`src/rtl/cdb_arbiter.sv`:
```
// Common data bus arbiter: one holding slot per functional unit, up to two
// results broadcast per cycle on CDB/CDB2 in round-robin order.
module cdb_arbiter #(
  parameter int NUM_REQ = 4,
  parameter int ROB_W = 6,
  parameter int DATA_W = 32,
  parameter logic [ROB_W-1:0] INVALID_ROB = 6'b010000
) (
  input  logic                      clock,
  input  logic                      reset,
  input  logic                      flush,
  input  logic [NUM_REQ-1:0]        req_valid,
  input  logic [NUM_REQ*ROB_W-1:0]  req_rob,
  input  logic [NUM_REQ*DATA_W-1:0] req_data,
  output logic [NUM_REQ-1:0]        req_ready,
  output logic                      CDBiscast,
  output logic [ROB_W-1:0]          CDBrobNum,
  output logic [DATA_W-1:0]         CDBdata,
  output logic                      CDBiscast2,
  output logic [ROB_W-1:0]          CDBrobNum2,
  output logic [DATA_W-1:0]         CDBdata2
);

  localparam int PTR_W = (NUM_REQ > 1) ? $clog2(NUM_REQ) : 1;

  logic [NUM_REQ-1:0] slot_v;
  logic [ROB_W-1:0]   slot_rob [NUM_REQ];
  logic [DATA_W-1:0]  slot_data [NUM_REQ];
  logic [PTR_W-1:0]   rr_ptr;

  logic               g0_v, g1_v;
  logic [PTR_W-1:0]   g0, g1;
  logic [PTR_W-1:0]   scan_idx;
  logic [NUM_REQ-1:0] grant_mask;
  logic [NUM_REQ-1:0] accept;

  function automatic logic [PTR_W-1:0] wrap_inc(input logic [PTR_W-1:0] p);
    if (int'(p) == NUM_REQ - 1) return '0;
    return p + PTR_W'(1);
  endfunction

  // Walk the slots starting at rr_ptr; the first two valid ones win the buses.
  always_comb begin
    g0_v = 1'b0;
    g1_v = 1'b0;
    g0 = '0;
    g1 = '0;
    scan_idx = '0;
    for (int k = 0; k < NUM_REQ; k++) begin
      scan_idx = PTR_W'((int'(rr_ptr) + k) % NUM_REQ);
      if (slot_v[scan_idx]) begin
        if (!g0_v) begin
          g0_v = 1'b1;
          g0 = scan_idx;
        end else if (!g1_v) begin
          g1_v = 1'b1;
          g1 = scan_idx;
        end
      end
    end
  end

  always_comb begin
    grant_mask = '0;
    for (int i = 0; i < NUM_REQ; i++) begin
      grant_mask[i] = (g0_v && g0 == PTR_W'(i)) || (g1_v && g1 == PTR_W'(i));
    end
  end

  // A slot being drained this cycle can be refilled on the same edge.
  assign req_ready = {NUM_REQ{!flush}} & (~slot_v | grant_mask);
  assign accept    = req_valid & req_ready;

  always_ff @(posedge clock) begin
    for (int i = 0; i < NUM_REQ; i++) begin
      if (accept[i]) begin
        slot_rob[i]  <= req_rob[i*ROB_W +: ROB_W];
        slot_data[i] <= req_data[i*DATA_W +: DATA_W];
      end
    end
  end

  always_ff @(posedge clock or posedge reset) begin
    if (reset) begin
      slot_v     <= '0;
      rr_ptr     <= '0;
      CDBiscast  <= 1'b0;
      CDBrobNum  <= INVALID_ROB;
      CDBdata    <= '0;
      CDBiscast2 <= 1'b0;
      CDBrobNum2 <= INVALID_ROB;
      CDBdata2   <= '0;
    end else if (flush) begin
      slot_v     <= '0;
      rr_ptr     <= '0;
      CDBiscast  <= 1'b0;
      CDBrobNum  <= INVALID_ROB;
      CDBdata    <= '0;
      CDBiscast2 <= 1'b0;
      CDBrobNum2 <= INVALID_ROB;
      CDBdata2   <= '0;
    end else begin
      for (int i = 0; i < NUM_REQ; i++) begin
        if (accept[i]) slot_v[i] <= 1'b1;
        else if (grant_mask[i]) slot_v[i] <= 1'b0;
      end
      CDBiscast  <= g0_v;
      CDBrobNum  <= g0_v ? slot_rob[g0] : INVALID_ROB;
      CDBdata    <= g0_v ? slot_data[g0] : '0;
      CDBiscast2 <= g1_v;
      CDBrobNum2 <= g1_v ? slot_rob[g1] : INVALID_ROB;
      CDBdata2   <= g1_v ? slot_data[g1] : '0;
      if (g1_v) rr_ptr <= wrap_inc(g1);
      else if (g0_v) rr_ptr <= wrap_inc(g0);
    end
  end

endmodule
```
`config.mk`:
```
export PLATFORM = sky130hd
export DESIGN_NAME = cdb_arbiter
export DESIGN_NICKNAME = d
export VERILOG_FILES = /design/src/rtl/cdb_arbiter.sv
export SDC_FILE = /design/constraint.sdc
export NUM_CORES = 1
export LEC_CHECK = 0
export ABC_AREA = 1
export CAP_MARGIN = 20
export CORE_UTILIZATION = 37
export CTS_CLUSTER_DIAMETER = 80
export DETAILED_ROUTE_END_ITERATION = 8
export GPL_TIMING_DRIVEN = 0
export PLACE_DENSITY = 0.58
export SETUP_SLACK_MARGIN = 0.1
export SYNTH_ARGS = -nofsm -noshare
export SYNTH_HDL_FRONTEND = slang
export SYNTH_SLANG_ARGS = --single-unit
```
`constraint.sdc`:
```
create_clock -name clock -period 6 [get_ports clock]
set_input_delay 1.2 -clock clock [delete_from_list [all_inputs] [get_ports clock]]
set_output_delay 1.2 -clock clock [all_outputs]
set_load 0.01 [all_outputs]
```
# --- Word level (Yosys, flattened, before mapping) ---
# Memories as Yosys holds them, arrays and structs flattened.
# Index checks and enable logic that the tools add are counted.
word_totals:
  in_bits: 159
  ramBits: 152
  ff_bits: 84
  output_inout_bits: 82
  memories: 2
classes:
  magnitude_cmp: 4
  bitwise: 4
  n_mux: 74
  n_reduce_logical: 20
  addsub: 5
  eq_ne: 8
mem_list:
  columns: ["memory", "words", "word_bits", "rd", "rd_ports_with_merged_regs", "write_ports", "line_no", "source"]
  rows:
  - ["slot_data", 4, 32, 2, 0, 4, "28", "logic [DATA_W-1:0] slot_data [NUM_REQ];"]
  - ["slot_rob", 4, 6, 2, 0, 4, "27", "logic [ROB_W-1:0] slot_rob [NUM_REQ];"]
ops:
  columns: ["cell", "n"]
  rows:
  - ["$mux 32", 4]
  - ["$mux 2", 22]
  - ["$mux 1", 39]
  - ["$mux 6", 4]
  - ["$reduce_bool 3->1", 5]
  - ["$lt 2x3->1 const B", 4]
  - ["$and 4x4->4", 2]
  - ["$bmux 1 s2", 4]
  - ["$eq 2x1->1 const B", 4]
  - ["$eq 2x2->1 const B", 4]
  - ["$logic_and 1x1->1", 8]
  - ["$add 2x1->2 const B", 3]
  - ["$add 2x2->2 const B", 2]
  - ["$logic_not 2->1", 2]
  - ["$logic_or 1x1->1", 4]
  - ["$mux 4", 1]
  - ["$not 4->4", 1]
  - ["$or 4x4->4", 1]
  - ["$logic_not 1->1", 1]

# --- Longest topological paths before layout ---
# Gate-level depths: netlist (run 1).
logic_depth:
  depth_word: 19
  depth_mapped: 21
  mapped_depth_nobuf: 20

# --- Worst setup path after synthesis (run 1) ---
# Ideal clock, no wire load.
synth_timing:
  path_type: "flip-flop to flip-flop"
  startpoint: "reg rr_ptr[0]"
  endpoint: "mem slot_data[2][0] (enable)"
  setup_ns: 0.489
  t_arrival_ns: 4.923
  setup_slack_ns: 0.588
  path_stages_with_launch: 19
  required_time_ns: 5.511
  cell_sequence: "dfrtp_1 > buf_4 > nand2_1 > nand3_1 > nand2_2 > ha_1 > inv_1 > nand2_1 > o21ai_0 > nand2_1 > nand2_1 > nand2_2 > nand2_4 > buf_2 > ha_1 > nand2_1 > nand2_1 > a21oi_1 > nor3b_1"
synth_rtl:
  columns: ["element", "line_no", "source"]
  rows:
  - ["from (decl)", "29", "logic [PTR_W-1:0] rr_ptr;"]
  - ["from (signal assigned)", "113", "if (g1_v) rr_ptr <= wrap_inc(g1);"]
  - ["from (signal assigned)", "114", "else if (g0_v) rr_ptr <= wrap_inc(g0);"]
  - ["to (decl)", "28", null]

# --- Worst setup path after layout (run 1) ---
layout_timing:
  startpoint: "reg rr_ptr[0]"
  endpoint: "out req_ready[3]"
layout_between:
  elab_chain_len: 16
  elab_cells_between_ends: 43
  cone_classes: "add/sub (3); eq/ne (2); mux (33); bitwise (2); reduce/logical (3)"
layout_rtl:
  columns: ["element", "line_no", "source"]
  rows:
  - ["branches (longest 13 deep; another with $add 2x1->2)", null, null]
  - ["$logic_or 1x1->1 (*)", "66", "grant_mask[i] = (g0_v && g0 == PTR_W'(i)) || (g1_v && g1 == PTR_W'(i));"]
  - ["$or 4x4->4 (*)", "71", "assign req_ready = {NUM_REQ{!flush}} & (~slot_v | grant_mask);"]
  - ["$and 4x4->4 (*)", "71", null]
  - ["to (decl)", "15", "output logic [NUM_REQ-1:0] req_ready,"]
# Mark *: on every way between the ends. The select of a mux whose other input is x is not followed.

==> metrics.md, run 1 <==
| Metric | Value |
|---|---|
| Outcome | `finished clean` |
| Maximum count of clock buffers along a single path | `3` |
| Number of distinct library cell variants in the gate-level netlist after synthesis | `28` |
| Proportion of layout cells with a drive suffix above 1 | `10.3%` |
| Hold bufs inserted after CTS | `0` |
| Number of standard cells in the final layout excluding fillers | `1870` |
| Max Clock Skew | `0.0289 ns` |
| Proportion of synthesized chip area in sequential cells | `60.6%` |
| Instance count after placement with tap cells included | `1819` |
| Leakage power | `around 0.0066 uW` |
| Setup slack, reg-to-reg | `roughly 2.1 ns` |
| Worst max-slew margin expressed relative to the limit | `49.9%` |
| Via density | `about 5.0` |
| Fraction of registers with async set or reset after synthesis | `between 30 and 40%` |
| Final Hold Violating Endpoints | `0` |
| Area contributors post-synth | `edfxtp_1 (41%), dfrtp_1 (19%), nand3_1 (11%), nand2_1 (9.9%), nor2_1 (5.4%)` |
| Cell count after synthesis | `1188` |
| Clock tree from TritonCTS | `built` |
| Overall power after layout | `between 10000 and 15000 uW` |
| DRT antenna net count | `0` |
| Routability cong. | `0.850` |
| Type of element launching the critical path | `flop` |
| Cell with the most instances after synthesis | `nand2_1` |
| Hold path startpoint | `slot_data[3][23]` |
| Vias in the first global route | `about 9000` |
| Number of H-tree levels | `1` |
| CTS sink count | `about 240` |
| Post-CTS resize count | `0` |
| Post-synth EDFFs | `between 150 and 200` |
| Fmax | `198 MHz` |
| DRC marker count from the first detailed-route iteration | `766` |
| Leading register cell type out of synthesis | `edfxtp_1` |
| Port buffer count | `239` |
| Post-route standard cell area excluding fillers | `15000 sq um` |
| Filler instances | `2689` |
| Worst EP required | `4.80 ns` |
| Worst r2r src | `rr_ptr[0]` |
| Max-slew violation total from the final report | `0` |
| Data arrival at the endpoint of the critical path | `3.85 ns` |
| Row Count | `62` |
| Reported max-cap violation count | `0` |
| CP Capture Type | `primary output` |
| Initial antenna violation count | `4` |
| Count of state elements after synthesis | `236` |
| Horiz. Die Dim | `175 um` |
| Crit path time final | `slightly above 5 ns` |
| Core Util, Final | `51.7%` |
| Via total after detailed routing | `roughly 9400` |
| Type of the setup path with the least slack | `reg2out` |
| Total congestion overflow after global routing | `0` |
| First-pass GRT wire length | `between 50 and 60 mm` |
| Ranking of synthesized cells by instance count | `nand2_1 (289), nand3_1 (237), nor2_1 (157)` |
| Portion of the clock cycle consumed by the worst path in the final layout | `between 80% and 90%` |
| Post-layout worst setup margin | `0.952 ns` |
| Detail Placement HPWL | `roughly 26 mm` |
| Number of endpoints failing setup at the final stage | `0` |
| Routed wire length per instance | `19.5 um` |
| Post-placement setup slack | `1.56 ns` |
| Average cell area after synthesis | `9.27 sq um` |
| Postcts setup bufs | `0` |
| Starting utilization of the core area | `38.0%` |
| Clock slew at reported path FFs | `0.06 ns` |
| Critical path fanouts, max | `11` |
| Core footprint | `29000 sq um` |
| Count of warnings emitted by yosys | `0` |
| Number of placed I/O pins | `241` |
| Worst slew pin tran | `0.751 ns` |
| CTS Buf Count | `27` |
| Die Span Y | `175 um` |
| Power density relative to cell area | `689 nW/um^2` |
| Root buffer selected by CTS | `clkbuf_16` |
| Class of the most critical hold timing path | `reg2reg` |
| Number of remaining DRC errors | `0` |
| Die Outline Area | `30500 sq um` |
| Clock latency on the worst-skew pair | `roughly 0.56 ns` |
| Peak ir drop on the vdd network | `370 uV` |
| Net Count, Synth | `1354` |
| Pin count of the biggest net entering global routing | `57` |
| Area growth from synthesis to layout | `36.2%` |
| Router iterations before antenna repair | `5` |
| Cell area after synthesis | `roughly 11000 sq um` |
| Post-Place Cell Area | `14100 sq um` |
| Total GRT Usage | `23.8%` |
| NumNets Final | `1630` |
| Biggest area consumer among synthesized cells | `edfxtp_1` |
| Top cell type's share of synthesized area | `41.5%` |
| Worst setup path start | `rr_ptr[0]` |
| Unrepaired setup endpoints after global routing | `no` |
| DRT Wirelength | `36.5 mm` |
[logic make-up after synthesis]
family | synth area share [%]
and+or+nand+nor | 27.8
DFF | 60.6
buffers and inverters | 8.13
AOI/OAI and AO/OA | 2.68
adders and majority gates | 0.795
[per-stage QoR]
step	setup TNS [ns]	hold slack (ns)
final	0	0.588
after global routing	0	0.634
after CTS	0	0.583
after detailed placement	0	0.579
after global placement	-108.10	0.571
after floorplan	0	0.537
[per-layer routing]
metal / vias up / routed length [um] / global-route usage (%)
met4: 4 / 774 / 6.09
met3: 58 / 2920 / 4.77
met2: 430 / 17000 / 39.1
li1: 4435 / - / -
met5: - / 23 / 0
met1: 4445 / 15800 / 32.3
[power breakdown]
group          total, uW  switching [uW]  internal, uW
clock network       1710             668          1040
registers           2300             143          2160
logic               6310            4160          2150
[layout by cell type (no fill, tap or decap), types with 2 or more instances in the layout]
| cell type | instances |
|---|---|
| nand2_1 | 289 |
| clkdlybuf4s50_1 | 239 |
| nand3_1 | 237 |
| nor2_1 | 154 |
| edfxtp_1 | 152 |
| inv_1 | 96 |
| dfrtp_1 | 82 |
| a21oi_1 | 45 |
| clkbuf_16 | 27 |
| buf_2 | 25 |
| buf_4 | 22 |
| buf_6 | 18 |
| clkbuf_1 | 15 |
| nand2_2 | 14 |
| inv_2 | 8 |
| o21ai_0 | 7 |
| ha_1 | 7 |
| clkbuf_8 | 7 |
| nor2_4 | 5 |
| buf_1 | 4 |
| clkinv_2 | 4 |
| nor2_2 | 3 |
| bufinv_16 | 3 |
| dfstp_2 | 2 |
| nand2_4 | 2 |
| nand3_2 | 2 |
| clkinv_1 | 2 |
| buf_12 | 2 |
| buf_16 | 2 |
[layout make-up]
type	instances	area [sq um]	area share [%]
well taps	384	480	3.20
multi-input cells	772	3470	23.2
clock buffers	39	791	5.27
inverters	105	397	2.65
diodes	1	2.50	0.0167
repair buffers	247	2530	16.9
plain buffers	75	500	3.34
clock inverters	11	145	0.968
flip-flops and latches	236	6670	44.5
[registers in the layout (all words and copies together) (netlist names)]
register	cells
CDBdata	32
CDBdata2	32
CDBiscast	1
CDBiscast2	1
CDBrobNum	6
CDBrobNum2	6
rr_ptr	2
slot_data	128
slot_rob	24
slot_v	4
[critical path, cell delays in order, from the launching register on]
cell,delay (ns)
dfrtp_1,0.41
buf_4,0.19
nand2_1,0.08
nand2_1,0.06
nand2_1,0.08
nand2_2,0.15
ha_1,0.31
inv_1,0.04
nand2_1,0.05
o21ai_0,0.07
nand2_1,0.06
nand2_1,0.06
nand2_2,0.10
nand2_4,0.10
inv_2,0.08
buf_2,0.31
ha_1,0.26
a21oi_1,0.07
nand2_1,0.10
nand2_1,0.11
inv_1,0.07
clkdlybuf4s50_1,0.52
[final timing paths]
| path | to | cells after the start |
|---|---|---|
| worst max-delay path | req_ready[3] | 21 |
| worst min-delay path | CDBdata[23] | 4 |
| worst max register to register | slot_data[3][15] | 21 |
| worst min register to register | CDBdata[23] | 4 |
| max in group asynchronous | CDBrobNum2[4] | 3 |
| min in group asynchronous | CDBdata[17] | 2 |
No activity file was read; power rests on OpenSTA's default activity.
==> run 2: changes to the inputs <==
- PLACE_DENSITY: 0.58 -> 0.61
- clock period: 6 -> 4.1 ns (I/O delays scaled with it)
==> run 2 against run 1 <==
Net effect:
- critical path depth down 1
- count of clock-buffer cells in the layout up 3
- sequential share of layout area down 0.96 points
- total power up 52%
- die area unchanged
- wire length up 2.1%
- via count up 2.5%
- flip-flop and latch count unchanged
- first-iteration DRC count up 27%
==> metrics.md, run 2 (synthesis gave the netlist of run 1 again) <==
| Metric | Value |
|---|---|
| Critical path, cell by cell | `buf_6, nand2_2, nand3_2, nand2_4, ha_4, inv_1, nand2_1, o21ai_1, nand2_1, nand2_1, nand2_2, nand2_4, inv_2, buf_8, ha_2, a21oi_1, nand2_1, nand2_2, inv_1, clkbuf_2` |
| Router iterations before antenna repair | `7 (+2)` |
| Final Hold Violating Endpoints | `0 (unchanged)` |
| CTS sink count | `236 (unchanged)` |
| Port buffer count | `239 (unchanged)` |
| Vias in the first global route | `9656 (+4.3%)` |
| Via total after detailed routing | `9609 (+2.5%)` |
| Post-route standard cell area excluding fillers | `15300 sq um (+2.2%)` |
| Antenna cells | `0 (-1)` |
| First-pass GRT wire length | `55.7 mm (+2.7%)` |
| Maximum count of clock buffers along a single path | `3 (unchanged)` |
| Pin count of the biggest net entering global routing | `44 (-23%)` |
| Portion of the clock cycle consumed by the worst path in the final layout | `94.0%` |
| CTS Buf Count | `27 (unchanged)` |
| Initial antenna violation count | `1 (-3)` |
| Largest registers | `slot_data (128), CDBdata2 (32), CDBdata (32)` |
| Register containing the most flip-flops in the final layout | `slot_data` |
| DRT Wirelength | `37.3 mm (+2.1%)` |
| Via density | `5.08 (+1.4%)` |
| Buffers plus inverters on the worst setup path | `6 (unchanged)` |
| Worst EP required | `3.28 ns (-1.52 ns)` |
| Worst r2r src | `rr_ptr[0]` |
| Hold path startpoint | `slot_data[3][22]` |
| Critical path fanouts, max | `11 (unchanged)` |
| Total congestion overflow after global routing | `0 (unchanged)` |
| Crit path time final | `3.85 ns` |
| NumNets Final | `1652 (+1.3%)` |
| Outcome | `finished clean` |
| Root buffer selected by CTS | `clkbuf_16` |
| Detail Placement HPWL | `25.7 mm (-0.11%)` |
| DRC marker count from the first detailed-route iteration | `971 (+27%)` |
| Leakage power | `0.00674 uW (+2.2%)` |
| Max-slew violation total from the final report | `0 (unchanged)` |
| Fmax | `260 MHz` |
| CP Capture Type | `primary output` |
| Type of the setup path with the least slack | `reg2out` |
| Top cell by count, worst path | `nand2_1` |
| Horiz. Die Dim | `175 um (unchanged)` |
| Row Count | `62 (unchanged)` |
| Die Span Y | `175 um (unchanged)` |
| Clock tree from TritonCTS | `built` |
| Clock latency on the worst-skew pair | `0.56 ns (about the same)` |
| Power density relative to cell area | `1030 nW/um^2 (+49%)` |
| Worst slew pin tran | `0.747 ns (-0.00367 ns)` |
| Total GRT Usage | `24.4% (+0.59 points)` |
| Core footprint | `29000 sq um (unchanged)` |
| Clock slew at reported path FFs | `0.07 ns (about the same)` |
| Critical path's largest stage delay | `0.42 ns (-0.10 ns)` |
| Unrepaired setup endpoints after global routing | `no` |
| Number of remaining DRC errors | `0 (unchanged)` |
| Data arrival at the endpoint of the critical path | `3.03 ns (-0.82 ns)` |
| Commonest non-fill, non-tap cell in the layout | `nand2_1` |
| Worst setup path start | `rr_ptr[0]` |
| Number of H-tree levels | `1 (unchanged)` |
| Number of placed I/O pins | `241 (unchanged)` |
| DRT antenna net count | `0 (unchanged)` |
| Reported max-cap violation count | `0 (unchanged)` |
| Post-Place Cell Area | `14100 sq um (+0.42%)` |
| Max FFs per register | `128 (unchanged)` |
| Family with the most delay on the worst path | `simple AND/OR/NAND/NOR gates` |
| Die Outline Area | `30500 sq um (unchanged)` |
| Type of element launching the critical path | `flop` |
| Proportion of layout cells with a drive suffix above 1 | `13.3% (+3.0 points)` |
| Post-placement setup slack | `-0.0176 ns (-1.57 ns)` |
| Worst path slowest cell | `dfrtp_1` |
| Peak ir drop on the vdd network | `639 uV (+73%)` |
| Number of endpoints failing setup at the final stage | `0 (unchanged)` |
| Worst max-slew margin expressed relative to the limit | `50.2% (+0.24 points)` |
| Starting utilization of the core area | `38.0% (unchanged)` |
| Area growth from synthesis to layout | `39.2%` |
| Post-layout worst setup margin | `0.247 ns (-0.705 ns)` |
| Filler instances | `2634 (-2.0%)` |
| Routed wire length per instance | `19.7 um (+0.92%)` |
| Most frequent cells in the layout | `nand2_1 (274), nand3_1 (236), clkdlybuf4s50_1 (235)` |
| Summed negative setup slack over all endpoints | `0 ns (unchanged)` |
| Max Clock Skew | `0.0260 ns (-0.00288 ns)` |
| Class of the most critical hold timing path | `reg2reg` |
| Routability cong. | `0.886 (+4.2%)` |
## run 2: changes by cell type in the layout (fill, tap and decap cells not counted), sizes merged
cell | before | now
bufinv | 3 | 2
clkinv | 6 | 2
diode | 1 | 0
buf | 73 | 96
clkbuf | 49 | 55
clkinvlp | 1 | 3
clkdlybuf4s50 | 239 | 235
## run 2: area by class of cell
cell class	count	area, sq um	share of cell area, %
sequential	236	6670	43.5
multi-input combinational	772	3570	23.3
timing repair buffer	270	2750	18.0
clock buffer	42	812	5.30
buffer	74	529	3.45
tap	384	480	3.14
inverter	105	397	2.59
clock inverter	8	116	0.759
## run 2: through the flow
step / util, % / hold WS, ns / power [uW] / cells
3_3_place_gp: 47.9 / 0.566 / 12400 / 1811
3_5_place_dp: 48.6 / 0.576 / 12600 / 1819
4_1_cts: 52.5 / 0.598 / 15600 / 1885
5_1_grt: 52.8 / 0.623 / 16800 / 1891
2_1_floorplan: - / 0.537 / 9280 / 1188
6_report: 52.8 / 0.589 / 15700 / 1891
## run 2: worst reg2reg max path, stage by stage, from the launching register on
cell,delay (ns)
dfrtp_1,0.42
buf_6,0.15
nand2_4,0.06
nand2_2,0.05
nand2_2,0.09
nand2_4,0.09
ha_4,0.26
inv_1,0.03
nand2_1,0.05
o21ai_1,0.06
nand2_1,0.06
nand2_1,0.06
nand2_2,0.09
nand2_4,0.08
inv_2,0.10
buf_8,0.16
ha_2,0.20
a21oi_1,0.06
nand2_1,0.12
nand2_2,0.06
buf_4,0.14
nor2_4,0.54
buf_12,0.28
## run 2: worst paths after layout
path	slack, ns	depth (start not counted)	to
max	0.25	20	req_ready[3]
max in group asynchronous	3.13	3	CDBrobNum2[4]
min reg2reg	0.59	4	CDBdata[22]
min	0.59	4	CDBdata[22]
max reg2reg	0.54	22	slot_data[3][14]
min in group asynchronous	0.70	3	CDBrobNum[3]
## run 2: report_power, final
| group | switching, uW | internal (uW) | leakage [uW] | total (uW) |
|---|---|---|---|---|
| Clock | 1000 | 1490 | 0.000445 | 2490 |
| Sequential | 224 | 3160 | 0.00251 | 3390 |
| Combinational | 6300 | 3550 | 0.00379 | 9850 |
## run 2: repair_timing
item,CTS,global route
gates resized for setup,34,22
pin swaps,6,9
buffers inserted,15,8
hold buffers,0,0
endpoints found under the setup margin,4,4
cloned,1,0
## run 2: per-layer routing
metal	up-vias	GRT usage, %	routed length (um)	part of all wire, %
met5	-	0	0	0
met4	0	6.56	917	2.5
met3	67	4.33	3010	8.1
met1	4592	32.4	15600	42
li1	4477	-	-	-
met2	473	41.1	17800	48
